===== config.mk =====
export PLATFORM = sky130hd
export DESIGN_NAME = sram_fifo_ctrl
export DESIGN_NICKNAME = d
export VERILOG_FILES = /design/src/rtl/sram_fifo_ctrl.sv
export SDC_FILE = /design/constraint.sdc
export NUM_CORES = 1
export LEC_CHECK = 0
export BUFFER_PORTS_ARGS = -buffer_cell sky130_fd_sc_hd__buf_2
export CORE_ASPECT_RATIO = 1.1
export CORE_MARGIN = 2
export CORE_UTILIZATION = 30
export CTS_BUF_LIST = sky130_fd_sc_hd__clkbuf_8
export DETAILED_ROUTE_END_ITERATION = 10
export SLEW_MARGIN = 15
export SYNTH_ARGS = -nofsm -noshare
export SYNTH_HDL_FRONTEND = slang
export SYNTH_SLANG_ARGS = --single-unit

===== constraint.sdc =====
create_clock -name clk -period 4.5 [get_ports clk]
set_input_delay 0.225 -clock clk [delete_from_list [all_inputs] [get_ports clk]]
set_output_delay 0.225 -clock clk [all_outputs]
set_load 0.1 [all_outputs]

===== src/rtl/sram_fifo_ctrl.sv =====
// FIFO controller over a single-port, combinational-read SRAM with a registered output word.
// Define SRAM_FIFO_CTRL_ALMOST_EN to add registered almost_full/almost_empty outputs.
module sram_fifo_ctrl #(
  parameter int ADDR  = 4,
  parameter int WIDTH = 32
) (
  input  logic             clk,
  input  logic             rst_n,
  input  logic             wr_valid,
  output logic             wr_ready,
  input  logic [WIDTH-1:0] wr_data,
  output logic             rd_valid,
  input  logic             rd_ready,
  output logic [WIDTH-1:0] rd_data,
  output logic [ADDR-1:0]  sram_addr,
  output logic [WIDTH-1:0] sram_din,
  output logic             sram_we,
  input  logic [WIDTH-1:0] sram_dout,
`ifdef SRAM_FIFO_CTRL_ALMOST_EN
  output logic             almost_full,
  output logic             almost_empty,
  output logic [ADDR:0]    count
`else
  output logic [ADDR:0]    count
`endif
);

  typedef enum logic [1:0] {S_IDLE, S_WR, S_RD} op_e;

  localparam logic [ADDR:0] DepthC = (ADDR+1)'(1) << ADDR;

  logic [ADDR-1:0]  wrPtr_q;
  logic [ADDR-1:0]  rdPtr_q;
  logic [ADDR:0]    count_q;
  logic [ADDR:0]    count_d;
  logic             rdValid_q;
  logic [WIDTH-1:0] rdData_q;
  op_e              lastOp_q;
  op_e              lastOp_d;
  logic             needRd;
  logic             canWr;
  logic             grantWr;
  logic             grantRd;

  // Round-robin between refilling the output register and accepting a write;
  // the previous grant breaks ties so neither side starves.
  always_comb begin
    needRd   = (count_q != '0) && (!rdValid_q || rd_ready);
    canWr    = wr_valid && (count_q != DepthC);
    grantWr  = rst_n && canWr && (!needRd || (lastOp_q == S_RD));
    grantRd  = rst_n && needRd && !grantWr;
    count_d  = count_q;
    lastOp_d = S_IDLE;
    if (grantWr) begin
      count_d  = count_q + (ADDR+1)'(1);
      lastOp_d = S_WR;
    end else if (grantRd) begin
      count_d  = count_q - (ADDR+1)'(1);
      lastOp_d = S_RD;
    end
  end

  assign wr_ready  = grantWr;
  assign sram_we   = grantWr;
  assign sram_addr = grantWr ? wrPtr_q : rdPtr_q;
  assign sram_din  = grantWr ? wr_data : '0;

  assign rd_valid  = rdValid_q;
  assign rd_data   = rdData_q;
  assign count     = count_q;

  always_ff @(posedge clk or negedge rst_n) begin
    if (!rst_n) begin
      wrPtr_q   <= '0;
      rdPtr_q   <= '0;
      count_q   <= '0;
      rdValid_q <= 1'b0;
      rdData_q  <= '0;
      lastOp_q  <= S_IDLE;
    end else begin
      count_q  <= count_d;
      lastOp_q <= lastOp_d;
      if (grantWr) begin
        wrPtr_q <= wrPtr_q + ADDR'(1);
      end
      // A refill takes priority over a pop so a same-cycle pop and refill keeps rd_valid high.
      if (grantRd) begin
        rdPtr_q   <= rdPtr_q + ADDR'(1);
        rdData_q  <= sram_dout;
        rdValid_q <= 1'b1;
      end else if (rdValid_q && rd_ready) begin
        rdValid_q <= 1'b0;
      end
    end
  end

`ifdef SRAM_FIFO_CTRL_ALMOST_EN
  logic almostFull_q;
  logic almostEmpty_q;

  always_ff @(posedge clk or negedge rst_n) begin
    if (!rst_n) begin
      almostFull_q  <= 1'b0;
      almostEmpty_q <= 1'b1;
    end else begin
      almostFull_q  <= (count_d >= (DepthC - (ADDR+1)'(1)));
      almostEmpty_q <= (count_d <= (ADDR+1)'(1));
    end
  end

  assign almost_full  = almostFull_q;
  assign almost_empty = almostEmpty_q;
`endif

endmodule

Word level (Yosys, flattened, before mapping)
Cells that the tools add are included.
- add/sub/neg operators: 4
- eq/ne operators: 2
- muxes and demuxes: 8
- reduce and logical (&&, ||, !) cells: 15
- operator list (kind ; count):
    32-bit 2-to-1 mux ; 1
    5-bit 2-to-1 mux ; 2
    4-bit by 1-bit adder with 4-bit output, second input constant ; 2
    1-bit logical AND ; 7
    5-bit by 1-bit adder with 5-bit output, second input constant ; 1
    5-bit inequality test, second input constant ; 1
    5-bit nonzero test ; 1
    5-bit by 1-bit subtractor with 5-bit output, second input constant ; 1
    2-bit 2-to-1 mux ; 2
    4-bit 2-to-1 mux ; 1
    2-bit nonzero test ; 2
    1-bit logical NOT ; 3
    2-bit == test, second input constant ; 1
    1-bit logical OR ; 2
    1-bit 2-to-1 mux ; 2
- register bits: 48
- bits of input ports: 68

Logic depth before layout (Yosys ltp)
Gate-level depths: netlist of the first run.
- depth after elaboration: 10
- mapped depth: 10
- gate-level depth less buffers: 9

Least setup slack after synthesis of the first run
No wires, ideal clock.
- path kind: register to register
- start: register count_q[1], in the netlist count[1]
- end: register count_q[4], in the netlist count[4]
- setup time: 162 ps
- arrival time: 3592 ps
- data required time: 4338 ps
- path slack: 746 ps
- stages on the path, launching flop included: 11
- path through: dfrtp_1 nor4_4 a211oi_1 a211oi_2 buf_2 inv_1 ha_1 a21o_1 a21oi_1 mux2i_4 xnor2_1
- cells in the longest elaborated chain, start to end: 8
- elaborated cells between the ends (all ways): 16
- those cells by class: add/sub: 2; eq/ne: 1; mux: 2; reduce/logical: 11
- ends and longest elaborated chain (element ; RTL line ; source):
    start: declaration ; 34 ; logic [ADDR:0] count_q;
    start signal: assignment ; 81 ; count_q <= count_d;
    5-bit nonzero test ; 48 ; needRd = (count_q != '0) && (!rdValid_q || rd_ready);
    1-bit logical AND ; 48 ;
    1-bit logical NOT ; 50 ; grantWr = rst_n && canWr && (!needRd || (lastOp_q == S_RD));
    1-bit logical OR ; 50 ;
    1-bit logical AND (*) ; 50 ;
    net sram_we ; 17 ; output logic sram_we,
    1-bit logical NOT ; 51 ; grantRd = rst_n && needRd && !grantWr;
    1-bit logical AND ; 51 ;
    2-bit nonzero test (no line) ; n/a ;
The timed path passes the listed nets; every way through them passes the cells marked *. The select of a mux whose other input is x is not followed.
A chain may end at the register's enable or synchronous reset.

Worst setup path after layout of the first run
- start: register count_q[1], in the netlist count[1]
- end: output port sram_addr[0]
- cells in the longest elaborated chain, start to end: 6
- elaborated cells between the ends (all ways): 9
- those cells by class: eq/ne: 1; mux: 1; reduce/logical: 7
- ends and longest elaborated chain (element ; RTL line ; source):
    5-bit nonzero test ; 48 ;
    1-bit logical AND ; 48 ;
    1-bit logical NOT ; 50 ;
    1-bit logical OR ; 50 ;
    1-bit logical AND (*) ; 50 ;
    4-bit 2-to-1 mux (*) ; 65 ; assign sram_addr = grantWr ? wrPtr_q : rdPtr_q;
    end: declaration ; 15 ; output logic [ADDR-1:0] sram_addr,
Mark *: on every way between the ends. The rest lies on a longest branch, timed or not.

==> results of run 1 <==
-- Yosys cell counts (2+ instances only) --
| cell type | n |
|---|---|
| dfrtp_1 | 48 |
| and2_1 | 32 |
| mux2_2 | 25 |
| mux2_4 | 15 |
| xnor2_1 | 7 |
| ha_1 | 5 |
| inv_1 | 5 |
| a21oi_1 | 3 |
| buf_6 | 3 |
| nand2_1 | 3 |
| xor2_1 | 3 |
| a21o_1 | 2 |
| buf_2 | 2 |
| buf_4 | 2 |
| clkbuf_1 | 2 |
| nand3_1 | 2 |
-- sequential cells by signal, indices dropped and copies added (netlist names) --
name,count
wrPtr_q,4
lastOp_q,2
rd_data,32
count,5
rdPtr_q,4
rd_valid,1
-- cell usage in the layout, fill, tap and decap left out, drive strengths merged, types with 2 or more instances in the layout --
cell / n
a21o: 2
a21oi: 3
and2: 32
clkbuf: 6
mux2: 40
inv: 5
ha: 5
xnor2: 7
xor2: 3
nand2: 3
a211oi: 2
dfrtp: 48
nand3: 2
buf: 146
-- cell families (layout without fill, tap and decap cells) --
logic type | after synthesis | after routing
adder cells (fa/ha/maj) | 6 | 6
AO/OA/AOI/OAI | 11 | 11
AND/OR/NAND/NOR | 45 | 45
buffers and inverters | 14 | 160
multiplexers | 41 | 41
flip-flops | 48 | 48
XOR/XNOR | 10 | 10
-- repair_timing --
| action | CTS | global route |
|---|---|---|
| hold buffers | 1 | 0 |
| gates resized for setup | 0 | 0 |
| buffers inserted | 0 | 0 |
| endpoints found under the hold margin | 1 | 0 |
-- metrics by stage --
step	std cells	utilization (%)	worst slack (ps)	instance area [um2]	hold WS, ps
finish	429	42.74	1605	3327	158.4
global route	429	42.74	1404	3327	134.6
CTS	429	42.74	1556	3327	142.3
detailed placement	420	41.05	1675	3196	49.26
global placement	420	41.05	1738	3196	46.18
floorplan	175	-	745.7	2370	-70.59
-- final cells by class --
type                            instances  area (um2)  share of cell area [%]
Clock inverter                          2       38.79                   1.166
Timing Repair Buffer                  147       748.2                   22.49
Tap cell                              108       135.1                   4.062
Inverter                                5       18.77                  0.5641
Multi-Input combinational cell        113        1102                   33.13
Sequential cell                        48        1201                   36.10
Clock buffer                            6       82.58                   2.482
-- per-layer routing --
layer  part of all wire, %  vias up  wire length [um]  GRT usage, %
li1                      -      878                 -             -
met1                    43      822              2179         15.14
met2                    49       69              2485         18.83
met3                   7.3        2               368         3.483
met4                  0.55        0                28         3.147
met5                     0        -                 0             0
-- worst max-delay path by stage --
stage,startpoint,to,cells after the start
5_1_grt,count[1],sram_addr[3],6
3_3_place_gp,count[1],rd_data[6],4
6_report,count[1],sram_addr[0],6
3_5_place_dp,count[1],rd_data[1],4
2_1_floorplan,count[1],count[4],10
4_1_cts,count[1],sram_addr[3],6
-- critical path: stages, from the launching register on --
cell      delay [ps]
dfrtp_1          460
nor4_4           410
a211oi_1         140
a211oi_4         290
buf_4            400
mux2_2           380
buf_2            290
==> metrics.yaml, run 1 <==
run_status:
  status: "complete, no violations"
timing:
  setup_viol: 0
  rsz0062_at_grt: "no"
  hold_viol_final: 0
  fin_crit_sh_pct: 64.33
  drv_slew: 0
  relSlewSlack_pct: 37.28
  period_needed_ps: 2895
  tns_ps: 0
  fin_worst_skew_ps: 5.070
  tightest_slew_ps: 937.8
  fmax_mhz: 345.4
synthesis:
  synth_nets: 249
  synth_warnings: 0
  synth.ff_latch_count: 48
  muxShareOfSynthArea_pct: 22.33
  synth_edf_count: 0
  synth-xor-area-share_pct: 3.696
  synth-compound-area-share_pct: 4.065
  seq_area_frac_synth_pct: 50.69
  synth_ff_type: "dfrtp_1"
  syn_area_per_cell_um2: 13.54
  async_flop_share_pct: 100.0
  synth_top_area_share_pct: 50.69
  synth_area_leaders: "dfrtp_1 51%, mux2_2 12%, mux2_4 9.5%, and2_1 8.4%, ha_1 2.6%"
  synth_largest_area_cell: "dfrtp_1"
  synth.distinct_cells: 32
  synth_cells: 175
  netlist_area_um2: 2370
  synth_top_family_by_area: "multiplexers"
  yosys.area_share.simple_pct: 12.14
  synth_fa_ha_area_share_pct: 3.485
drt:
  wl_um: 5061
  drt_iter0_markers: 48
  first_pass_iters: 4
  routed-via-count: 1771
  drc: 0
  viasPerCell: 4.128
  ant_nets: 0
  wl_per_cell_um: 11.80
die:
  core_um2: 7785
  dieWidth_um: 88.74
  rows: 34
  die_y_um: 97.22
  ios: 144
  dieArea_um2: 8627
  initial_utilization_pct: 30.44
hold_path:
  holdPathStages: 2
  min_to: "rd_data[17]"
  worstHoldStart: "sram_dout[17]"
  hp-class: "in -> reg"
finish:
  finalNetCount: 394
  area_growth_pct: 40.39
  drive_gt1_share_pct: 62.62
  diodes: 0
  fill_cells: 753
critical_path:
  reg2reg_depth: 4
  critical_path_peak_fanout: 45
  end_kind: "output pin"
  worstPathArrival_ps: 2670
  critPathKind: "reg -> out"
  critPathLaunchType: "flip-flop"
  cp_data_required_time_ps: 4280
  r2r_start: "count[1]"
  reg2reg_to: "rd_data[1]"
  rrSetupSlack_ps: 1730
global_route:
  grt_util_all_layers_pct: 11.68
  grt_max_degree: 48
  grt_pass1_vias: 1759
  grt_pass1_wl_um: 8017
  grt_overflow: 0
  antenna_found_initial: 0
cts:
  htreeDepth: 2
  root_buffer: "clkbuf_8"
  clk_latency_ps: 290
  clock_sinks: 48
  clk_pin_slew_worst_paths_ps: 80
  numCtsBuffers: 5
  cts_tree: "done"
  clockBufferDepth: 2
placement:
  gp_congestion: 0.7120
  numPortBuffers: 143
  hpwlAfterDp_um: 3850
flow_run:
  max-cap-violations: 0
Power of run 1 is left out: the tool's default activity adds up to more than one toggle a clock period on the data nets, which glitch-free logic cannot reach.
==> run 2, diff against run 1 <==
==> constraint.sdc (replaced) <==
create_clock -name clk -period 2.9 [get_ports clk]
set_input_delay 0.145 -clock clk [delete_from_list [all_inputs] [get_ports clk]]
set_output_delay 0.145 -clock clk [all_outputs]
set_load 0.1 [all_outputs]
==> run 2 against run 1 <==
  * Count of clock-buffer cells in the layout did not move
  * Worst setup slack lost 1400 ps
  * Via count is 5.1% higher
  * Sequential cell count unchanged
==> metrics.yaml, run 2 (same netlist as run 1, synthesis figures left out) <==
critical_path:
  critPathLaunchType: "flip-flop"
  cp_data_required_time_ps: 2760
  worstPathArrival_ps: 2590
  critical_path_peak_fanout: 43
  end_kind: "output pin"
  critPathKind: "reg -> out"
finish:
  final_common_cell: "buf_2"
  largest_reg_flops: 32
  mostFrequentLayoutCells: "105 x buf_2, 43 x dfrtp_1, 38 x buf_12, 32 x and2_1, 25 x mux2_2"
  finalNetCount: 397
  fill_cells: 701
  diodes: 0
  drive_gt1_share_pct: 66.36
  area_growth_pct: 66.16
global_route:
  grt_overflow: 0
  grt_pass1_wl_um: 8666
  grt_pass1_vias: 1840
  antenna_found_initial: 1
  grt_util_all_layers_pct: 12.69
  grt_max_degree: 50
cts:
  htreeDepth: 2
  numCtsBuffers: 5
  cts_tree: "done"
  clk_pin_slew_worst_paths_ps: 90
  clock_sinks: 48
  clockBufferDepth: 2
  clk_latency_ps: 300
  root_buffer: "clkbuf_8"
die:
  dieArea_um2: 8627
  initial_utilization_pct: 30.44
  die_y_um: 97.22
  rows: 34
  core_um2: 7785
  ios: 144
  dieWidth_um: 88.74
timing:
  relSlewSlack_pct: 57.59
  tns_ps: 0
  tightest_slew_ps: 636.2
  drv_slew: 0
  fin_crit_sh_pct: 94.22
  period_needed_ps: 2732
  fin_worst_skew_ps: 7.419
  fmax_mhz: 366.0
  setup_viol: 0
  rsz0062_at_grt: "no"
  hold_viol_final: 0
drt:
  routed-via-count: 1861
  first_pass_iters: 4
  viasPerCell: 4.308
  ant_nets: 0
  drc: 0
  drt_iter0_markers: 15
  wl_per_cell_um: 13.17
  wl_um: 5691
hold_path:
  hp-class: "in -> async"
placement:
  numPortBuffers: 143
  hpwlAfterDp_um: 4406
  gp_congestion: 0.7194
run_status:
  status: "complete, no violations"
flow_run:
  max-cap-violations: 0
==> run 2: cell count changes in the layout (fill, tap and decap cells not counted), sizes merged <==
cell / previous run / this run
bufinv: 1 / 0
clkinv: 1 / 0
dlygate4sd3: 1 / 0
clkinvlp: 0 / 2
buf: 146 / 150
==> run 2: through the flow <==
stage	instances	instance area [um2]	setup WS [ps]	util, %	hold slack [ps]
2_1_floorplan	175	2427	26.67	-	-150.6
3_3_place_gp	421	3814	345.6	48.99	356.9
3_5_place_dp	421	3814	294.6	48.99	372.6
4_1_cts	429	3915	32.29	50.29	36.00
5_1_grt	432	3938	48.90	50.58	48.03
6_report	432	3938	167.6	50.58	1.958
==> run 2: per-layer routing <==
layer	vias up	GRT usage [%]	share of wire (%)
li1	884	-	-
met1	854	15.51	40
met2	114	21.13	47
met3	7	4.673	12
met4	2	2.797	1.0
met5	-	0	0.14
==> run 2: repair_timing <==
action,in CTS,in global routing
hold buffers,0,0
setup endpoints to repair,4,4
pin swaps,0,1
gates resized for setup,1,0
buffers inserted,0,3
==> run 2: final timing paths <==
check | from | end | slack [ps] | cells past startpoint
max in group asynchronous | rst_n | count[1] | 2390 | 2
min | rst_n | rdPtr_q[1] | 2 | 2
min reg2reg | rdPtr_q[3] | rdPtr_q[3] | 470 | 1
max | count[2] | sram_addr[1] | 170 | 6
min in group clk | sram_dout[26] | rd_data[26] | 70 | 2
max reg2reg | count[2] | count[3] | 260 | 10
==> run 2: critical path, cell delays in order (launching register included) <==
cell      delay [ps]
dfrtp_4          530
nor4_4           430
a211oi_2         110
a211oi_4         310
buf_6            310
mux2_2           400
buf_12           170
==> run 2: final cells by class <==
type	count	area, um2	share of cell area (%)
clock buffer	6	82.58	2.097
clock inverter	2	15.01	0.3813
inverter	5	21.27	0.5402
multi-input combinational	113	1126	28.60
sequential	48	1215	30.85
tap	108	135.1	3.432
timing repair buffer	150	1343	34.10
Power of run 2 is left out for the same reason.
